## src/rtl/multicycle_control.sv

```systemverilog
// Control FSM for a multicycle MIPS-subset datapath: sequences fetch/decode/execute/memory/writeback,
// bounds memory waits with a timeout, and keeps sticky halt/illegal/timeout flags plus a retired count.
module multicycle_control #(
  parameter int ALUOP_W     = 6,
  parameter int MEM_TIMEOUT = 15,
  parameter int CNT_W       = 32
) (
  input  logic               clk,
  input  logic               reset,
  input  logic [5:0]         opcode,
  input  logic [5:0]         funct,
  input  logic               mem_ready,
  output logic               pc_write,
  output logic               pc_write_cond,
  output logic               ir_write,
  output logic               iord,
  output logic               mem_read,
  output logic               mem_write,
  output logic               mem_to_reg,
  output logic               reg_write,
  output logic               reg_dst,
  output logic               wri_data_sel,
  output logic               alu_src_a,
  output logic [1:0]         alu_src_b,
  output logic [1:0]         pc_source,
  output logic [ALUOP_W-1:0] alu_op,
  output logic [2:0]         state,
  output logic               halted,
  output logic               illegal,
  output logic               timeout,
  output logic [CNT_W-1:0]   retired
);

  typedef enum logic [2:0] {
    S_FETCH  = 3'd0,
    S_DECODE = 3'd1,
    S_EXEC   = 3'd2,
    S_MEM    = 3'd3,
    S_WB     = 3'd4,
    S_HALT   = 3'd5,
    S_ERROR  = 3'd6
  } state_t;

  localparam logic [5:0] OP_R    = 6'b000000;
  localparam logic [5:0] OP_LW   = 6'b100011;
  localparam logic [5:0] OP_SW   = 6'b101011;
  localparam logic [5:0] OP_J    = 6'b000010;
  localparam logic [5:0] OP_JAL  = 6'b000011;
  localparam logic [5:0] OP_BNE  = 6'b000101;
  localparam logic [5:0] OP_XORI = 6'b001110;

  localparam logic [5:0] FN_JR   = 6'b001000;
  localparam logic [5:0] FN_ADD  = 6'b100000;
  localparam logic [5:0] FN_SUB  = 6'b100010;
  localparam logic [5:0] FN_SLT  = 6'b101010;
  localparam logic [5:0] FN_SYS  = 6'b001100;
  localparam logic [5:0] FN_NOOP = 6'b000000;

  localparam logic [ALUOP_W-1:0] ALU_ADD = ALUOP_W'(6'b100000);
  localparam logic [ALUOP_W-1:0] ALU_SUB = ALUOP_W'(6'b100010);
  localparam logic [ALUOP_W-1:0] ALU_XOR = ALUOP_W'(6'b100110);
  localparam logic [ALUOP_W-1:0] ALU_SLT = ALUOP_W'(6'b101010);
  localparam logic [ALUOP_W-1:0] ALU_NOP = ALUOP_W'(6'b101100);

  localparam int WAIT_W = (MEM_TIMEOUT < 2) ? 1 : $clog2(MEM_TIMEOUT);
  localparam logic [WAIT_W-1:0] WAIT_LAST = WAIT_W'(MEM_TIMEOUT - 1);

  state_t            st;
  logic [WAIT_W-1:0] wait_cnt;
  logic [5:0]        op_q;
  logic [5:0]        fn_q;
  logic [5:0]        cur_op;
  logic [5:0]        cur_fn;

  logic is_r, is_lw, is_sw, is_j, is_jal, is_bne, is_xori;
  logic is_jr, is_nop, is_sys, is_sub, is_slt, is_r_alu, is_jump, is_legal;

  // DECODE sees the instruction register directly; later states use the copy captured there
  assign cur_op = (st == S_DECODE) ? opcode : op_q;
  assign cur_fn = (st == S_DECODE) ? funct  : fn_q;

  assign is_r     = (cur_op == OP_R);
  assign is_lw    = (cur_op == OP_LW);
  assign is_sw    = (cur_op == OP_SW);
  assign is_j     = (cur_op == OP_J);
  assign is_jal   = (cur_op == OP_JAL);
  assign is_bne   = (cur_op == OP_BNE);
  assign is_xori  = (cur_op == OP_XORI);
  assign is_jr    = is_r && (cur_fn == FN_JR);
  assign is_nop   = is_r && (cur_fn == FN_NOOP);
  assign is_sys   = is_r && (cur_fn == FN_SYS);
  assign is_sub   = is_r && (cur_fn == FN_SUB);
  assign is_slt   = is_r && (cur_fn == FN_SLT);
  assign is_r_alu = is_r && ((cur_fn == FN_ADD) || (cur_fn == FN_SUB) || (cur_fn == FN_SLT));
  assign is_jump  = is_j || is_jal || is_jr || is_nop;
  assign is_legal = is_jump || is_sys || is_r_alu || is_lw || is_sw || is_bne || is_xori;

  assign state = st;

  always_ff @(posedge clk or posedge reset) begin
    if (reset) begin
      st       <= S_FETCH;
      wait_cnt <= '0;
      op_q     <= '0;
      fn_q     <= '0;
      retired  <= '0;
      halted   <= 1'b0;
      illegal  <= 1'b0;
      timeout  <= 1'b0;
    end else begin
      case (st)
        // Completion on the last permitted cycle wins over the timeout
        S_FETCH, S_MEM: begin
          if (mem_ready) begin
            wait_cnt <= '0;
            if (st == S_FETCH) begin
              st <= S_DECODE;
            end else if (is_lw) begin
              st <= S_WB;
            end else begin
              st      <= S_FETCH;
              retired <= retired + CNT_W'(1);
            end
          end else if (wait_cnt == WAIT_LAST) begin
            st      <= S_ERROR;
            timeout <= 1'b1;
          end else begin
            wait_cnt <= wait_cnt + WAIT_W'(1);
          end
        end
        S_DECODE: begin
          op_q <= opcode;
          fn_q <= funct;
          if (is_jump) begin
            st      <= S_FETCH;
            retired <= retired + CNT_W'(1);
          end else if (is_sys) begin
            st     <= S_HALT;
            halted <= 1'b1;
          end else if (!is_legal) begin
            st      <= S_ERROR;
            illegal <= 1'b1;
          end else begin
            st <= S_EXEC;
          end
        end
        S_EXEC: begin
          if (is_bne) begin
            st      <= S_FETCH;
            retired <= retired + CNT_W'(1);
          end else if (is_lw || is_sw) begin
            st <= S_MEM;
          end else begin
            st <= S_WB;
          end
        end
        S_WB: begin
          st      <= S_FETCH;
          retired <= retired + CNT_W'(1);
        end
        S_HALT, S_ERROR: st <= st;
        default: st <= S_ERROR;
      endcase
    end
  end

  // Fetch completion strobes are suppressed while reset is held
  always_comb begin
    pc_write      = 1'b0;
    pc_write_cond = 1'b0;
    ir_write      = 1'b0;
    iord          = 1'b0;
    mem_read      = 1'b0;
    mem_write     = 1'b0;
    mem_to_reg    = 1'b0;
    reg_write     = 1'b0;
    reg_dst       = 1'b0;
    wri_data_sel  = 1'b0;
    alu_src_a     = 1'b0;
    alu_src_b     = 2'b00;
    pc_source     = 2'b00;
    alu_op        = ALU_NOP;
    case (st)
      S_FETCH: begin
        mem_read = 1'b1;
        if (mem_ready && !reset) begin
          ir_write  = 1'b1;
          pc_write  = 1'b1;
          alu_src_b = 2'b01;
          alu_op    = ALU_ADD;
        end
      end
      S_DECODE: begin
        alu_src_b = 2'b11;
        alu_op    = ALU_ADD;
        if (is_j || is_jal) begin
          pc_write  = 1'b1;
          pc_source = 2'b10;
        end
        if (is_jal) reg_write = 1'b1;
        if (is_jr) begin
          pc_write  = 1'b1;
          pc_source = 2'b11;
        end
      end
      S_EXEC: begin
        alu_src_a = 1'b1;
        if (is_r) begin
          alu_op = is_sub ? ALU_SUB : (is_slt ? ALU_SLT : ALU_ADD);
        end else if (is_xori) begin
          alu_src_b = 2'b10;
          alu_op    = ALU_XOR;
        end else if (is_lw || is_sw) begin
          alu_src_b = 2'b10;
          alu_op    = ALU_ADD;
        end else if (is_bne) begin
          alu_op        = ALU_SUB;
          pc_write_cond = 1'b1;
          pc_source     = 2'b01;
        end
      end
      S_MEM: begin
        iord      = 1'b1;
        mem_read  = is_lw;
        mem_write = is_sw;
      end
      S_WB: begin
        reg_write    = 1'b1;
        wri_data_sel = 1'b1;
        reg_dst      = is_r;
        mem_to_reg   = is_lw;
      end
      default: ;
    endcase
  end

endmodule

```

## config.mk

```make
export PLATFORM = sky130hd
export DESIGN_NAME = multicycle_control
export DESIGN_NICKNAME = d
export VERILOG_FILES = /design/src/rtl/multicycle_control.sv
export SDC_FILE = /design/constraint.sdc
export NUM_CORES = 1
export LEC_CHECK = 0
export CORE_MARGIN = 2
export CORE_UTILIZATION = 35
export CTS_CLUSTER_DIAMETER = 120
export DETAILED_ROUTE_END_ITERATION = 7
export PLACE_DENSITY = 0.61
export SLEW_MARGIN = 20
export SYNTH_ARGS = -nofsm -noshare
export SYNTH_HDL_FRONTEND = slang
export SYNTH_SLANG_ARGS = --single-unit
```

## constraint.sdc

```tcl
create_clock -name clk -period 3.8 [get_ports clk]
set_input_delay 0.95 -clock clk [delete_from_list [all_inputs] [get_ports clk]]
set_output_delay 0.95 -clock clk [all_outputs]
set_load 0.02 [all_outputs]
```

==> qor.csv, run 1 <==
stage,metric,value,unit
worst_setup_path,crit_required,2850,ps
worst_setup_path,slowest_delay,560,ps
synthesis,ys_types,55,
power,total_power,0.00268,W
global_route,gr-total-overflow,0,
global_route,grt_max_degree,55,
clock_tree,clock_latency,320,ps
timing,rsz0062_at_grt,true,
worst_setup_path,crit_buf_inv,2,
synthesis,synthArstFlopShare,100,%
timing,skew,10.1,ps
worst_setup_path,cp_max_fo,2,
timing,max_freq,266,MHz
min_path,hold_class,reg -> reg,
placed_design,numPortBuffers,70,
floorplan,boundaryPins,74,
route,wirelength,8190,µm
timing,relSlewSlack,53.1,%
floorplan,std_cell_rows,34,
power,peakVddDrop,0.475,mV
global_route,grt_pass1_vias,2752,
global_route,antenna_found_initial,0,
finish,insertedDiodeCount,0,
run,maxCapViolations,0,
route,vias,2842,
power,p_leak,1.86,nW
placed_design,place_congestion,0.927,
clock_tree,numCtsBuffers,5,
synthesis,syn_inst,346,
placed_design,dpl.hpwl,5940,µm
clock_tree,clockRootBuffer,clkbuf_8,
clock_tree,cts_max_level,2,
clock_tree,cts_tree,yes,
worst_setup_path,start_kind,primary input,
timing,worst_pin_slew,704,ps
synthesis,ys_seq_elements,54,
finish,drive_gt1_share,16.6,%
route,post_drt_via_cell_ratio,5.18,
worst_setup_path,critPathTopFamily,simple AND/OR/NAND/NOR gates,
run_status,status,"finished, final reports clean",
finish,final_cell_mix,"nand2_1, clkdlybuf4s50_1, dfrtp_1, buf_4, nor2_1",
timing,period_share,98.8,%
worst_setup_path,endpoint_kind,primary output,
clock_tree,cts.path.max_buffers,2,
floorplan,fp.dieW,98.2,µm
timing,setup_tns,0,ps
floorplan,core,8680,µm²
finish,final_common_cell,nand2_1,
clock_tree,clkSinkCount,54,
route,dr.first_iter.drc_count,109,
floorplan,initial_core_util,35.8,%
synthesis,synth-main-ff-cell,dfrtp_1,
power,powerDensity,629,nW/µm²
global_route,grt_pass1_wl,13700,µm
timing,setup_viol,0,
route,ant_nets,0,
synthesis,ys_warn_count,0,
synthesis,synth_edf_count,0,
clock_tree,path_clk_slew,110,ps
synthesis,syn_area,3110,µm²
synthesis,syn_area_per_cell,8.98,µm²
worst_setup_path,crit_arrival,2810,ps
global_route,grt.total_usage,17.3,%
route,wire_per_inst,14.9,µm
synthesis,yosysSeqAreaShare,43.5,%
timing,hold_viol_final,0,
worst_setup_path,worstPathCellList,"clkbuf_2, or3_4, or4_4, o22a_4, nor3b_2, o21a_1, or2_2, buf_6",
finish,area_delta_synth_final,37.3,%
timing,drv_slew,0,
worst_setup_path,slowest_stage,or4_4,
route,drc,0,
worst_setup_path,crit_type,in -> out,
floorplan,dieArea,9650,µm²
finish,finalNetCount,458,
route,firstDrtPassIters,4,
floorplan,fp.dieH,98.2,µm
timing,min_period,3760,ps
## final timing paths
| kind | startpoint | end | slack (ps) | cells after the start |
|---|---|---|---|---|
| max | opcode[5] | pc_write | 40 | 8 |
| min | timeout | timeout | 470 | 1 |
| max reg2reg | state[1] | retired[3] | 750 | 9 |
| min reg2reg | timeout | timeout | 470 | 1 |
| max in group asynchronous | reset | retired[14] | 2150 | 3 |
| min in group asynchronous | reset | wait_cnt[3] | 1170 | 3 |
## per-layer routing
metal,up-vias,wire [µm],track usage [%]
met5,-,0,0
met1,1350,3840,24.0
met2,84,3760,27.3
li1,1398,-,-
met3,10,475,3.94
met4,0,107,4.74
## power breakdown
part           internal (W)  switching [W]  total [W]
Sequential         0.000724       0.000152   0.000876
Clock              0.000202       0.000212   0.000413
Combinational      0.000583       0.000811    0.00139
## cell type report
type,instances,area [µm²]
multi-input cells,267,1700
clock buffers,5,68.8
fillers,852,4410
well taps,108,135
clock inverters,3,47.5
inverters,10,37.5
repair buffers,102,923
flip-flops and latches,54,1350
## what timing repair did
action                     4_1_cts  5_1_grt
setup endpoints to repair        8        5
buffers inserted                 0        1
pin swaps                        4       10
hold buffers                     0        0
gates resized for setup         43       15
hold endpoints to repair         0        0
## Yosys cell counts (5+ instances only)
| master | n | area, µm² |
|---|---|---|
| nor2_1 | 26 | 97.6 |
| xnor2_1 | 22 | 193 |
| inv_1 | 10 | 37.5 |
| nand2b_1 | 5 | 31.3 |
| nor2b_1 | 5 | 31.3 |
| and3_1 | 12 | 75.1 |
| a21oi_1 | 8 | 40.0 |
| nand2_1 | 58 | 218 |
| nor3_1 | 17 | 85.1 |
| o21ai_0 | 8 | 40.0 |
| dfrtp_1 | 54 | 1350 |
| nand4_1 | 11 | 68.8 |
| nand3_1 | 15 | 75.1 |
| clkbuf_1 | 8 | 30.0 |
| xor2_1 | 9 | 78.8 |
## registers in the layout (all words and copies together) (netlist names)
signal	cells
illegal	1
wait_cnt	4
fn_q	6
timeout	1
state	3
op_q	6
retired	32
halted	1
## metrics by stage
| step | instances | setup WS (ps) | hold WS [ps] | instance area [µm²] | util, % |
|---|---|---|---|---|---|
| floorplan | 347 | 215 | 461 | 3110 | - |
| global placement | 540 | -644 | 448 | 4100 | 47.3 |
| detailed placement | 540 | -693 | 448 | 4100 | 47.3 |
| CTS | 548 | -47.2 | 474 | 4250 | 49.0 |
| global route | 549 | -4.52 | 493 | 4270 | 49.2 |
| finish | 549 | 44.5 | 468 | 4270 | 49.2 |
## cell families after synthesis
group | share of synthesized area (%)
multiplexers | 1.33
other | 0.242
adder cells (fa/ha/maj) | 1.21
flip-flops | 43.5
XOR/XNOR | 8.74
AO/OA/AOI/OAI | 9.79
buffers and inverters | 3.83
AND/OR/NAND/NOR | 31.4
Power figures use the tool's default switching activity.
==> inputs of run 2 (changes only) <==
--- a/config.mk
+++ b/config.mk
@@ -9,2 +9,3 @@
 export CORE_UTILIZATION = 35
+export CTS_BUF_LIST = sky130_fd_sc_hd__clkbuf_4
 export CTS_CLUSTER_DIAMETER = 120
==> constraint.sdc (replaced) <==
create_clock -name clk -period 3.8 [get_ports clk]
set_input_delay 0.38 -clock clk [delete_from_list [all_inputs] [get_ports clk]]
set_output_delay 0.38 -clock clk [all_outputs]
set_load 0.02 [all_outputs]
==> run 2 against run 1 <==
  * Worst setup slack better by 73 ps
  * Via count down 3.9%
  * Largest cell class unchanged
  * Utilization down 3.3 points
  * First-iteration DRC count down 27%
  * Worst hold slack better by 1.2 ps
  * Sequential share of layout area up 2.3 points
  * Die area unchanged
  * Routed wire length down 3.6%
  * Flip-flop and latch count unchanged
  * Total power down 6.9%
  * Combinational power down 11%
  * Largest power group unchanged
  * Non-clock buffer count down 28
==> qor.csv, run 2 (synthesized netlist as in run 1, its figures left out) <==
stage,metric,value,unit,change
timing,max_freq,272,MHz,was 266 MHz
placed_design,placed_area,3900,µm²,was 4100 µm²
worst_setup_path,r2r_setup_slack,730,ps,was 750 ps
timing,period_share,96.9,%,was 98.8%
clock_tree,clock_latency,370,ps,was 320 ps
finish,finalNetCount,430,,was 458
worst_setup_path,r2r-end,retired[15],,was retired[3]
global_route,use_met3,4.22,%,was 3.94%
timing,setup_tns,0,ps,unchanged
clock_tree,ctsResizeCount,0,,was 43
power,powerDensity,627,nW/µm²,was 629 nW/µm²
timing,rsz0062_at_grt,false,,was true
power,p_int,0.00139,W,was 0.00151 W
route,vias,2730,,"was 2,842"
placed_design,dpl.hpwl,5940,µm,about the same
placed_design,pre_cts_slack,247,ps,was -693 ps
global_route,use_met2,27.0,%,was 27.3%
global_route,grt_pass1_vias,2717,,"was 2,752"
worst_setup_path,crit_type,reg -> out,,was in -> out
global_route,grt_pass1_wl,13400,µm,"was 13,700 µm"
floorplan,initial_core_util,35.8,%,unchanged
clock_tree,clockRootBuffer,clkbuf_4,,was clkbuf_8
global_route,antenna_found_initial,0,,unchanged
worst_setup_path,cp_max_fo,20,,was 2
floorplan,dieArea,9650,µm²,unchanged
global_route,busiest_layer,met2,,unchanged
worst_setup_path,start_kind,flip-flop,,was primary input
power,swShare,44.3,%,was 43.8%
floorplan,core,8680,µm²,unchanged
finish,final_cell_mix,"clkdlybuf4s50_1, nand2_1, dfrtp_1, nor2_1, xnor2_1",,"was nand2_1, clkdlybuf4s50_1, dfrtp_1, buf_4, nor2_1"
global_route,gr-total-overflow,0,,unchanged
finish,fillers,857,,was 852
power,p_leak,1.67,nW,was 1.86 nW
finish,final_common_cell,clkdlybuf4s50_1,,was nand2_1
power,p_sw,0.00111,W,was 0.00117 W
finish,area_delta_synth_final,28.2,%,was 37.3%
power,combPwrFrac,49.6,%,was 51.9%
clock_tree,clkSinkCount,54,,unchanged
run_status,status,"finished, final reports clean",,unchanged
worst_setup_path,r2r_cells,6,,was 9
global_route,met1_usage,22.8,%,was 24.0%
placed_design,place_congestion,0.904,,was 0.927
route,ant_nets,0,,unchanged
worst_setup_path,rr_startpoint,state[2],,was state[1]
timing,setup_viol,0,,unchanged
floorplan,fp.dieW,98.2,µm,unchanged
timing,fin_ws,118,ps,was 44.5 ps
route,drc,0,,unchanged
finish,largest_reg_flops,32,,unchanged
route,post_drt_via_cell_ratio,5.24,,was 5.18
route,dr.first_iter.drc_count,80,,was 109
timing,min_period,3680,ps,was 3760 ps
clock_tree,cts.path.max_buffers,2,,unchanged
floorplan,boundaryPins,74,,unchanged
finish,reg_top3,"retired: 32 flops, fn_q: 6 flops, op_q: 6 flops",,unchanged
global_route,grt_max_degree,33,,was 55
floorplan,std_cell_rows,34,,unchanged
clock_tree,hold_buffers,0,,unchanged
route,wirelength,7890,µm,was 8190 µm
timing,drv_slew,0,,unchanged
worst_setup_path,endpoint_kind,primary output,,unchanged
power,pwr-share-seq,37.3,%,was 32.7%
finish,finalInstanceArea,3980,µm²,was 4270 µm²
route,firstDrtPassIters,5,,was 4
route,wire_per_inst,15.2,µm,was 14.9 µm
finish,drive_gt1_share,7.75,%,was 16.6%
timing,relSlewSlack,52.3,%,was 53.1%
clock_tree,post_cts_buffers,0,,unchanged
clock_tree,path_clk_slew,160,ps,was 110 ps
timing,hold_viol_final,0,,unchanged
finish,insertedDiodeCount,0,,unchanged
min_path,hold_class,in -> async,,was reg -> reg
clock_tree,numCtsBuffers,5,,unchanged
timing,skew,16.8,ps,was 10.1 ps
worst_setup_path,crit_arrival,3300,ps,was 2810 ps
power,peakVddDrop,0.360,mV,was 0.475 mV
placed_design,numPortBuffers,70,,unchanged
worst_setup_path,crit_required,3420,ps,was 2850 ps
floorplan,fp.dieH,98.2,µm,unchanged
run,maxCapViolations,0,,unchanged
timing,worst_pin_slew,714,ps,was 704 ps
power,p_clk_share,13.1,%,was 15.4%
clock_tree,cts_tree,yes,,unchanged
finish,top_register,retired,,unchanged
clock_tree,cts_max_level,2,,unchanged
global_route,grt.total_usage,16.8,%,was 17.3%
worst_setup_path,crit_start,state[2],,was opcode[5]
[run 2: worst max-delay path by stage]
stage / endpoint / slack [ps]
after detailed placement: alu_op[3] / 250
after global routing: alu_op[1] / 20
after floorplan: retired[25] / 1080
final: alu_op[1] / 120
after global placement: alu_op[3] / 310
after CTS: alu_op[1] / 160
[run 2: power by group through the flow]
stage	clock network [W]	registers [W]	logic, W
2_1_floorplan	0	0.000929	0.000833
3_3_place_gp	0	0.000932	0.00123
3_5_place_dp	0	0.000940	0.00124
4_1_cts	0.000339	0.000928	0.00124
5_1_grt	0.000367	0.000966	0.00137
6_report	0.000327	0.000932	0.00124
[run 2: per-layer routing]
| metal | wire (µm) | up-vias | part of all wire, % |
|---|---|---|---|
| met5 | 0 | - | 0 |
| met4 | 110 | 0 | 1.4 |
| met3 | 550 | 11 | 7.0 |
| met2 | 3610 | 86 | 46 |
| met1 | 3620 | 1296 | 46 |
| li1 | - | 1337 | - |
[run 2: through the flow]
step	total power, W	cells	utilization (%)	hold slack [ps]
floorplan	0.00176	347	-	461
global placement	0.00216	513	44.9	446
detailed placement	0.00218	513	44.9	459
CTS	0.00251	521	45.9	475
global route	0.00270	521	45.9	504
finish	0.00250	521	45.9	469
[run 2: critical path, stage by stage (launching register included)]
cell	delay, ps
dfrtp_1	620
or3b_2	700
nor4b_1	430
a22o_1	250
nand3_1	110
a21oi_1	200
clkdlybuf4s50_1	630
[run 2: cell type report]
cell class | instances | area (µm²) | area share [%]
clock buffer | 6 | 45.0 | 1.13
inverter | 10 | 37.5 | 0.943
sequential | 54 | 1350 | 33.9
clock inverter | 2 | 37.5 | 0.943
tap | 108 | 135 | 3.39
timing repair buffer | 74 | 731 | 18.3
multi-input combinational | 267 | 1650 | 41.3
==> inputs of run 3 (changes only) <==
- clock period: 3.8 -> 4.25 ns (I/O delays scaled with it)
==> run 3 against run 2 <==
  * Register-to-register slack better by 420 ps
  * First-iteration DRC count up 53%
  * Clock power is 8.0% lower
  * Sequential power is 11% lower
  * Via count down 0.48%
  * Global-route usage decreased by 0.23 points
  * Largest power group unchanged
==> qor.csv, run 3 (synthesized netlist as in run 1, its figures left out) <==
stage,metric,value,unit,change
run_status,status,"finished, final reports clean",,unchanged
floorplan,fp.dieW,98.2,µm,unchanged
worst_setup_path,crit_arrival,3340,ps,was 3300 ps
global_route,met1_usage,22.3,%,was 22.8%
timing,relSlewSlack,46.7,%,was 52.3%
finish,finalNetCount,428,,was 430
floorplan,initial_core_util,35.8,%,unchanged
route,wirelength,7650,µm,was 7890 µm
clock_tree,cts_max_level,2,,unchanged
min_path,holdCritStartpoint,timeout,,
clock_tree,numCtsBuffers,5,,unchanged
power,peakVddDrop,0.265,mV,was 0.360 mV
worst_setup_path,crit_start,state[2],,unchanged
timing,min_period,3770,ps,
worst_setup_path,slowest_delay,750,ps,was 700 ps
finish,largest_reg_flops,32,,unchanged
worst_setup_path,rr_startpoint,state[2],,unchanged
timing,drv_slew,0,,unchanged
route,firstDrtPassIters,4,,was 5
route,drc,0,,unchanged
timing,rsz0062_at_grt,false,,unchanged
power,p_leak,1.66,nW,was 1.67 nW
route,dr.first_iter.drc_count,122,,was 80
timing,setup_tns,0,ps,unchanged
placed_design,place_congestion,0.965,,was 0.904
worst_setup_path,crit_required,3830,ps,was 3420 ps
route,post_drt_via_cell_ratio,5.24,,about the same
clock_tree,cts.path.max_buffers,2,,unchanged
worst_setup_path,r2r_cells,6,,unchanged
finish,top_register,retired,,unchanged
global_route,busiest_layer,met2,,unchanged
clock_tree,post_cts_buffers,0,,unchanged
worst_setup_path,start_kind,flip-flop,,unchanged
placed_design,numPortBuffers,70,,unchanged
global_route,grt_pass1_vias,2677,,"was 2,717"
finish,insertedDiodeCount,0,,unchanged
global_route,grt_pass1_wl,13200,µm,"was 13,400 µm"
clock_tree,cts_tree,yes,,unchanged
global_route,use_met2,26.6,%,was 27.0%
worst_setup_path,r2r-end,retired[21],,was retired[15]
floorplan,boundaryPins,74,,unchanged
finish,final_cell_mix,"clkdlybuf4s50_1, nand2_1, dfrtp_1, nor2_1, xnor2_1",,unchanged
timing,period_share,88.7,%,
worst_setup_path,r2r_setup_slack,1150,ps,was 730 ps
power,total_power,0.00223,W,was 0.00250 W
finish,final_common_cell,clkdlybuf4s50_1,,unchanged
clock_tree,clkSinkCount,54,,unchanged
worst_setup_path,crit_type,reg -> out,,unchanged
timing,worst_pin_slew,780,ps,was 714 ps
route,ant_nets,0,,unchanged
power,powerDensity,562,nW/µm²,was 627 nW/µm²
min_path,worstHoldEndpoint,timeout,,
global_route,grt.total_usage,16.5,%,was 16.8%
timing,max_freq,265,MHz,
route,vias,2717,,"was 2,730"
global_route,antenna_found_initial,0,,unchanged
global_route,use_met3,4.44,%,was 4.22%
floorplan,fp.dieH,98.2,µm,unchanged
finish,reg_top3,"retired: 32 flops, fn_q: 6 flops, op_q: 6 flops",,unchanged
clock_tree,ctsResizeCount,0,,unchanged
timing,hold_viol_final,0,,unchanged
clock_tree,hold_buffers,0,,unchanged
timing,skew,21.8,ps,was 16.8 ps
worst_setup_path,slowest_stage,or3b_2,,unchanged
placed_design,dpl.hpwl,5740,µm,was 5940 µm
min_path,hold_class,reg -> reg,,was in -> async
run,maxCapViolations,0,,unchanged
floorplan,core,8680,µm²,unchanged
finish,area_delta_synth_final,27.8,%,was 28.2%
clock_tree,clockRootBuffer,clkbuf_4,,unchanged
clock_tree,clock_latency,380,ps,was 370 ps
worst_setup_path,critPathTopFamily,simple AND/OR/NAND/NOR gates,,unchanged
global_route,grt_max_degree,55,,was 33
worst_setup_path,worstPathCellList,"or3b_2, nor4b_1, a22o_1, nand3_1, a21oi_1, clkdlybuf4s50_1",,unchanged
floorplan,dieArea,9650,µm²,unchanged
worst_setup_path,endpoint_kind,primary output,,unchanged
timing,setup_viol,0,,unchanged
worst_setup_path,cp_max_fo,22,,was 20
finish,drive_gt1_share,7.30,%,was 7.75%
route,wire_per_inst,14.7,µm,was 15.2 µm
worst_setup_path,crit_buf_inv,1,,unchanged
global_route,gr-total-overflow,0,,unchanged
min_path,min_path_cells,1,,
floorplan,std_cell_rows,34,,unchanged
clock_tree,path_clk_slew,160,ps,about the same
run 3: power breakdown:
group	total [W]	internal [W]	switching (W)
clock	0.000301	0.000128	0.000172
sequential	0.000832	0.000646	0.000187
combinational	0.00110	0.000463	0.000637
total	0.00223	0.00124	0.000996
run 3: layout make-up:
| class | instances | area (µm²) |
|---|---|---|
| clock buffers | 5 | 37.5 |
| clock inverters | 3 | 47.5 |
| fillers | 843 | 4710 |
| inverters | 10 | 37.5 |
| multi-input cells | 267 | 1650 |
| flip-flops and latches | 54 | 1350 |
| well taps | 108 | 135 |
| repair buffers | 72 | 716 |
run 3: layer usage:
layer / wire, µm / up-vias
li1: - / 1335
met1: 3600 / 1300
met2: 3490 / 73
met3: 451 / 9
met4: 112 / 0
met5: 0 / -
run 3: worst register-to-register path, stage by stage (launching register included):
cell     delay (ps)
dfrtp_1         610
or3b_2          760
mux2i_1         220
o41a_4          550
nor4_1          590
nand2_1         150
xnor2_1         150
run 3: worst max-delay path by stage:
| stage | depth (start not counted) | to |
|---|---|---|
| 6_report | 6 | alu_op[1] |
| 5_1_grt | 7 | alu_op[3] |
| 4_1_cts | 6 | alu_op[1] |
| 3_5_place_dp | 8 | alu_op[3] |
| 3_3_place_gp | 8 | alu_op[3] |
| 2_1_floorplan | 8 | alu_op[3] |
run 3: per-stage QoR:
step                      instance area, µm²  hold WS [ps]  setup slack [ps]  instances  utilization [%]
after floorplan                         3110           461              1500        347                -
final                                   3970           482               481        519             45.7
after global placement                  3880           445               640        511             44.8
after detailed placement                3880           447               581        511             44.8
after global routing                    3970           507               257        519             45.7
after CTS                               3970           485               478        519             45.7
